`config.mk`:
```
export PLATFORM = sky130hd
export DESIGN_NAME = player_motion_ctrl
export DESIGN_NICKNAME = d
export VERILOG_FILES = /design/src/rtl/player_motion_ctrl.sv
export SDC_FILE = /design/constraint.sdc
export NUM_CORES = 1
export LEC_CHECK = 0
export CORE_AREA = 2 2 84 86
export CTS_CLUSTER_DIAMETER = 40
export DETAILED_ROUTE_END_ITERATION = 16
export DIE_AREA = 0 0 86 88
export DONT_BUFFER_PORTS = 1
export MAX_ROUTING_LAYER = met4
export SKIP_LAST_GASP = 1
export SYNTH_ARGS = -nofsm -noshare
export SYNTH_HDL_FRONTEND = slang
export SYNTH_SLANG_ARGS = --single-unit
```
`constraint.sdc`:
```
create_clock -name vga_clock -period 4.75 [get_ports vga_clock]
set_clock_uncertainty 0.05 [all_clocks]
set_input_delay 0.95 -clock vga_clock [delete_from_list [all_inputs] [get_ports vga_clock]]
set_output_delay 0.95 -clock vga_clock [all_outputs]
set_load 0.1 [all_outputs]
```
`src/rtl/player_motion_ctrl.sv`:
```
// Player position/heading controller: key commands -> turn or wall-checked step, rate-limited by frame ticks.
// Optional build macro KEY_REPEAT_EN: a held key re-issues its command each time cooldown ends.
module player_motion_ctrl #(
    parameter int GRID_W          = 20,
    parameter int GRID_H          = 20,
    parameter int START_X         = 0,
    parameter int START_Y         = 0,
    parameter int START_DIR       = 0,
    parameter int COOLDOWN_FRAMES = 8,
    parameter int ACK_TIMEOUT     = 16
) (
    input  logic       vga_clock,
    input  logic       reset,
    input  logic       key_fwd,
    input  logic       key_left,
    input  logic       key_right,
    input  logic       frame_tick,
    output logic       wall_query_req,
    output logic [4:0] wall_query_x,
    output logic [4:0] wall_query_y,
    output logic [1:0] wall_query_dir,
    input  logic       wall_query_ack,
    input  logic       wall_blocked,
    output logic [4:0] player_x,
    output logic [4:0] player_y,
    output logic [1:0] player_dir,
    output logic       move_done,
    output logic       query_timeout
);

    // state    | meaning
    // IDLE     | waiting for a pending command
    // QUERY    | wall lookup outstanding for a forward step
    // STEP     | position just updated, move_done high
    // COOLDOWN | waiting COOLDOWN_FRAMES frame ticks
    typedef enum logic [1:0] {S_IDLE, S_QUERY, S_STEP, S_COOLDOWN} state_t;
    typedef enum logic [1:0] {CMD_NONE, CMD_FWD, CMD_LEFT, CMD_RIGHT} cmd_t;

    localparam logic signed [5:0] L_GRID_W = 6'(GRID_W);
    localparam logic signed [5:0] L_GRID_H = 6'(GRID_H);

    state_t r_state, w_state_nxt;
    cmd_t   r_pend, w_pend_nxt, w_edge_cmd;

    // bit 0 = fwd, bit 1 = left, bit 2 = right
    logic [2:0] r_sync1, r_sync2, r_key_d;
    logic [2:0] w_key_rise;

    logic [4:0] r_x, r_y;
    logic [1:0] r_dir;
    logic [7:0] r_cd_cnt;
    logic [7:0] r_ack_cnt;
    logic       r_move_done, r_timeout;
    logic       w_consume;

    logic signed [5:0] w_tgt_x, w_tgt_y;
    logic              w_tgt_ok;

    assign w_key_rise = r_sync2 & ~r_key_d;

    always_comb begin
        w_edge_cmd = CMD_NONE;
        if (w_key_rise[0])      w_edge_cmd = CMD_FWD;
        else if (w_key_rise[1]) w_edge_cmd = CMD_LEFT;
        else if (w_key_rise[2]) w_edge_cmd = CMD_RIGHT;
    end

`ifdef KEY_REPEAT_EN
    cmd_t w_rep_cmd;

    always_comb begin
        w_rep_cmd = CMD_NONE;
        if (r_sync2[0])      w_rep_cmd = CMD_FWD;
        else if (r_sync2[1]) w_rep_cmd = CMD_LEFT;
        else if (r_sync2[2]) w_rep_cmd = CMD_RIGHT;
    end
`endif

    // Signed 6-bit target so that -1 and GRID_W/GRID_H are both detectable.
    always_comb begin
        w_tgt_x = $signed({1'b0, r_x});
        w_tgt_y = $signed({1'b0, r_y});
        case (r_dir)
            2'd0:    w_tgt_x = $signed({1'b0, r_x}) + 6'sd1;
            2'd1:    w_tgt_y = $signed({1'b0, r_y}) - 6'sd1;
            2'd2:    w_tgt_x = $signed({1'b0, r_x}) - 6'sd1;
            default: w_tgt_y = $signed({1'b0, r_y}) + 6'sd1;
        endcase
        w_tgt_ok = (w_tgt_x >= 6'sd0) && (w_tgt_x < L_GRID_W) &&
                   (w_tgt_y >= 6'sd0) && (w_tgt_y < L_GRID_H);
    end

    always_comb begin
        w_state_nxt = r_state;
        w_consume   = 1'b0;
        case (r_state)
            S_IDLE: begin
                if (r_pend != CMD_NONE) begin
                    w_consume = 1'b1;
                    if (r_pend == CMD_FWD && w_tgt_ok) w_state_nxt = S_QUERY;
                    else                               w_state_nxt = S_COOLDOWN;
                end
            end
            S_QUERY: begin
                if (wall_query_ack)       w_state_nxt = wall_blocked ? S_COOLDOWN : S_STEP;
                else if (r_ack_cnt == 0)  w_state_nxt = S_COOLDOWN;
            end
            S_STEP:     w_state_nxt = S_COOLDOWN;
            S_COOLDOWN: if (r_cd_cnt == 0) w_state_nxt = S_IDLE;
            default:    w_state_nxt = S_IDLE;
        endcase
    end

    // Newest edge always wins; a consumed command is cleared unless replaced the same cycle.
    always_comb begin
        w_pend_nxt = r_pend;
        if (w_consume) w_pend_nxt = CMD_NONE;
`ifdef KEY_REPEAT_EN
        if (r_state == S_COOLDOWN && w_state_nxt == S_IDLE && r_pend == CMD_NONE &&
            w_rep_cmd != CMD_NONE)
            w_pend_nxt = w_rep_cmd;
`endif
        if (w_edge_cmd != CMD_NONE) w_pend_nxt = w_edge_cmd;
    end

    always_ff @(posedge vga_clock or posedge reset) begin
        if (reset) begin
            r_state     <= S_IDLE;
            r_pend      <= CMD_NONE;
            r_sync1     <= 3'b000;
            r_sync2     <= 3'b000;
            r_key_d     <= 3'b000;
            r_x         <= 5'(START_X);
            r_y         <= 5'(START_Y);
            r_dir       <= 2'(START_DIR);
            r_cd_cnt    <= 8'd0;
            r_ack_cnt   <= 8'd0;
            r_move_done <= 1'b0;
            r_timeout   <= 1'b0;
        end else begin
            r_sync1     <= {key_right, key_left, key_fwd};
            r_sync2     <= r_sync1;
            r_key_d     <= r_sync2;
            r_state     <= w_state_nxt;
            r_pend      <= w_pend_nxt;
            r_move_done <= 1'b0;
            case (r_state)
                S_IDLE: begin
                    if (r_pend == CMD_LEFT) begin
                        r_dir       <= r_dir + 2'd1;
                        r_move_done <= 1'b1;
                    end else if (r_pend == CMD_RIGHT) begin
                        r_dir       <= r_dir - 2'd1;
                        r_move_done <= 1'b1;
                    end else if (r_pend == CMD_FWD) begin
                        r_ack_cnt   <= 8'(ACK_TIMEOUT - 1);
                    end
                end
                S_QUERY: begin
                    // Position is stable during QUERY, so the live target is still valid at ack.
                    if (wall_query_ack) begin
                        if (!wall_blocked) begin
                            r_x         <= w_tgt_x[4:0];
                            r_y         <= w_tgt_y[4:0];
                            r_move_done <= 1'b1;
                        end
                    end else if (r_ack_cnt == 0) begin
                        r_timeout <= 1'b1;
                    end else begin
                        r_ack_cnt <= r_ack_cnt - 8'd1;
                    end
                end
                S_COOLDOWN: begin
                    if (frame_tick && r_cd_cnt != 0) r_cd_cnt <= r_cd_cnt - 8'd1;
                end
                default: ;
            endcase
            // Loading on the entry edge overrides any tick seen in that cycle.
            if (w_state_nxt == S_COOLDOWN && r_state != S_COOLDOWN)
                r_cd_cnt <= 8'(COOLDOWN_FRAMES);
        end
    end

    assign wall_query_req = (r_state == S_QUERY);
    assign wall_query_x   = r_x;
    assign wall_query_y   = r_y;
    assign wall_query_dir = r_dir;
    assign player_x       = r_x;
    assign player_y       = r_y;
    assign player_dir     = r_dir;
    assign move_done      = r_move_done;
    assign query_timeout  = r_timeout;

endmodule

```
==> out/metrics.yaml <==
outcome: "finished, final reports clean"
dieWidth_um: 86
yosys.area.top_type: "dfrtp_1"
drive_above_1_share_pct: 16.15
final_nets: 277
fill_cells: 642
die_area_um2: 7568
stdcell_count: 340
ys_seq_elements: 43
rsz0062_at_grt: "no"
critPathCaptureType: "flip-flop"
antenna_left: 0
dr.pass1.iters: 4
gp_routability_congestion: 0.7693
hold_viol_final: 0
ys_dominant_reg_cell: "dfrtp_1"
dp.cells: 332
grt_max_degree: 44
die_h_um: 88
synth.cell_area_um2: 2620
clock_latency_ns: 0.30
post-route-min-period_ns: 3.304
grt.overflow.total: 0
numClockSinks: 43
cts_root_buf: "clkbuf_8"
top_layer: "met4"
cap_violations: 0
grt_pass1_wl_um: 8866
start_util_pct: 39.44
finalCritPeriodShare_pct: 69.56
synth-seq-area-share_pct: 41.07
start_kind: "flip-flop"
ios: 35
cts_setup_buffers: 0
drt-met1-wl_um: 2432
synth_area_per_cell_um2: 9.704
vias: 1844
grt_usage_pct: 15.27
ys_types: 58
synth.area.top_cells: "dfrtp_1 (41%), xor2_1 (5.0%), ha_1 (4.8%)"
synth_top_area_share_pct: 41.07
hold_class: "reg2reg"
hold_buffers: 0
rows: 30
setup_viol: 0
coreArea_um2: 6644
dp_hpwl_um: 3639
htree_levels: 2
multi_input_area_um2: 1346
cp_max_fo: 14
wirelength_um: 5090
syn2layout_area_growth_pct: 5.062
synth_edf_count: 0
grt_pass1_vias: 1847
cts_made_buffers: 5
cts_buffer_depth: 2
routedWlPerCell_um: 14.97
postSynthCellCount: 270
cp.required_ns: 4.87
vias_per_cell: 5.424
synthesis.nets: 288
drt_iter0_markers: 121
wl_met2_um: 2249
yosysWarnings: 0
critical_path_arrival_ns: 3.43
cts_resized: 0
io_buffer_count: 0
drc: 0
regArea_um2: 1091
n_antenna_cell: 0
relSlewSlack_pct: 25.26
cts_tree: "built"
critPathKind: "reg2reg"
cts.reportedPaths.clkPinSlew_ns: 0.09
setup_tns_ns: 0
worst-slew-pin-transition_ns: 1.121
max_freq_mhz: 302.6
final_max_slew_viol_count: 0
routed-wl-met3_um: 345
async_flop_share_pct: 100.0
antenna_found_initial: 0
==> worst max-delay path, cell delays in order (launching register included) <==
cell,delay (ns)
dfrtp_2,0.72
ha_1,0.53
xor2_1,0.20
ha_1,0.24
a21o_1,0.14
a22oi_1,0.09
o221ai_1,0.32
mux2i_1,0.38
nor3_4,0.12
a2111oi_0,0.38
==> path summary, 6_finish.rpt <==
check / startpoint / to / slack (ns) / depth (start not counted)
worst max-delay path: player_dir[0]$_DFFE_PP0P_ / r_cd_cnt[1]$_DFFE_PP0P_ / 1.45 / 9
worst min-delay path: r_sync1[1]$_DFF_PP0_ / r_sync2[1]$_DFF_PP0_ / 0.30 / 0
worst max register to register: player_dir[0]$_DFFE_PP0P_ / r_cd_cnt[1]$_DFFE_PP0P_ / 1.45 / 9
worst min register to register: r_sync1[1]$_DFF_PP0_ / r_sync2[1]$_DFF_PP0_ / 0.30 / 0
max in group asynchronous: reset / player_dir[1]$_DFFE_PP0P_ / 3.62 / 2
min in group asynchronous: reset / move_done$_DFF_PP0_ / 0.61 / 2
==> cells in the mapped netlist, drive strengths merged, types with 2 or more instances <==
cell,number
a211oi,3
a21o,5
a21oi,13
a32o,3
and2,4
and3b,2
buf,20
clkbuf,5
dfrtp,43
ha,10
inv,12
mux2,2
mux2i,2
nand2,11
nand2b,7
nand3,8
nand3b,2
nand4,2
nor2,21
nor2b,5
nor3,12
nor4b,2
o211ai,3
o21ai,14
o221ai,2
o31ai,2
or2,2
or3,5
or4,2
xnor2,12
xor2,15
==> registers in the layout, indices dropped and copies added, names as in the netlist <==
name	flops
r_ack_cnt	8
r_cd_cnt	8
player_x	5
player_y	5
r_key_d	3
r_sync1	3
r_sync2	3
player_dir	2
r_pend	2
r_state	2
move_done	1
query_timeout	1
==> layout make-up <==
class	count	area share, %
Timing Repair Buffer	7	1.909
Clock inverter	2	1.273
Multi-Input combinational cell	190	48.91
Inverter	12	1.636
Clock buffer	6	3.000
Sequential cell	43	39.64
Tap cell	80	3.636
==> cell families after synthesis <==
kind of cell	count (synthesis)	share of synthesized area [%]
compound gates	59	15.90
xor+xnor	27	9.026
fa+ha+maj	10	4.776
buf+inv	37	7.545
flops	43	41.07
mux	4	1.624
simple gates	90	20.06
==> cells in the final DEF, fill, tap and decap left out, types with 8 or more instances in the layout <==
cell,netlist,routed
dfrtp_2,0,12
nor2_1,21,21
xnor2_1,12,12
nor3_1,10,10
xor2_1,15,15
nand2_1,11,11
nand3_1,8,8
ha_1,10,10
o21ai_0,14,14
dfrtp_1,43,31
inv_1,12,11
a21oi_1,12,12
==> through the flow <==
step | instance area (um2) | hold slack (ns) | worst slack (ns) | util, %
2_1_floorplan | 2620 | 0.2812 | 1.375 | -
3_3_place_gp | 2635 | 0.2832 | 1.595 | 39.66
3_5_place_dp | 2635 | 0.2864 | 1.422 | 39.66
4_1_cts | 2753 | 0.3057 | 1.436 | 41.43
5_1_grt | 2753 | 0.3076 | 1.187 | 41.43
6_report | 2753 | 0.3016 | 1.446 | 41.43
==> metal layers <==
layer,GRT usage [%],vias up
met3,5.184,6
li1,-,918
met2,22.76,42
met4,4.618,0
met1,19.66,878
met5,-,-
Power is not shown: default switching activity piles up to over one toggle a cycle in this logic, so the estimate is an artifact.
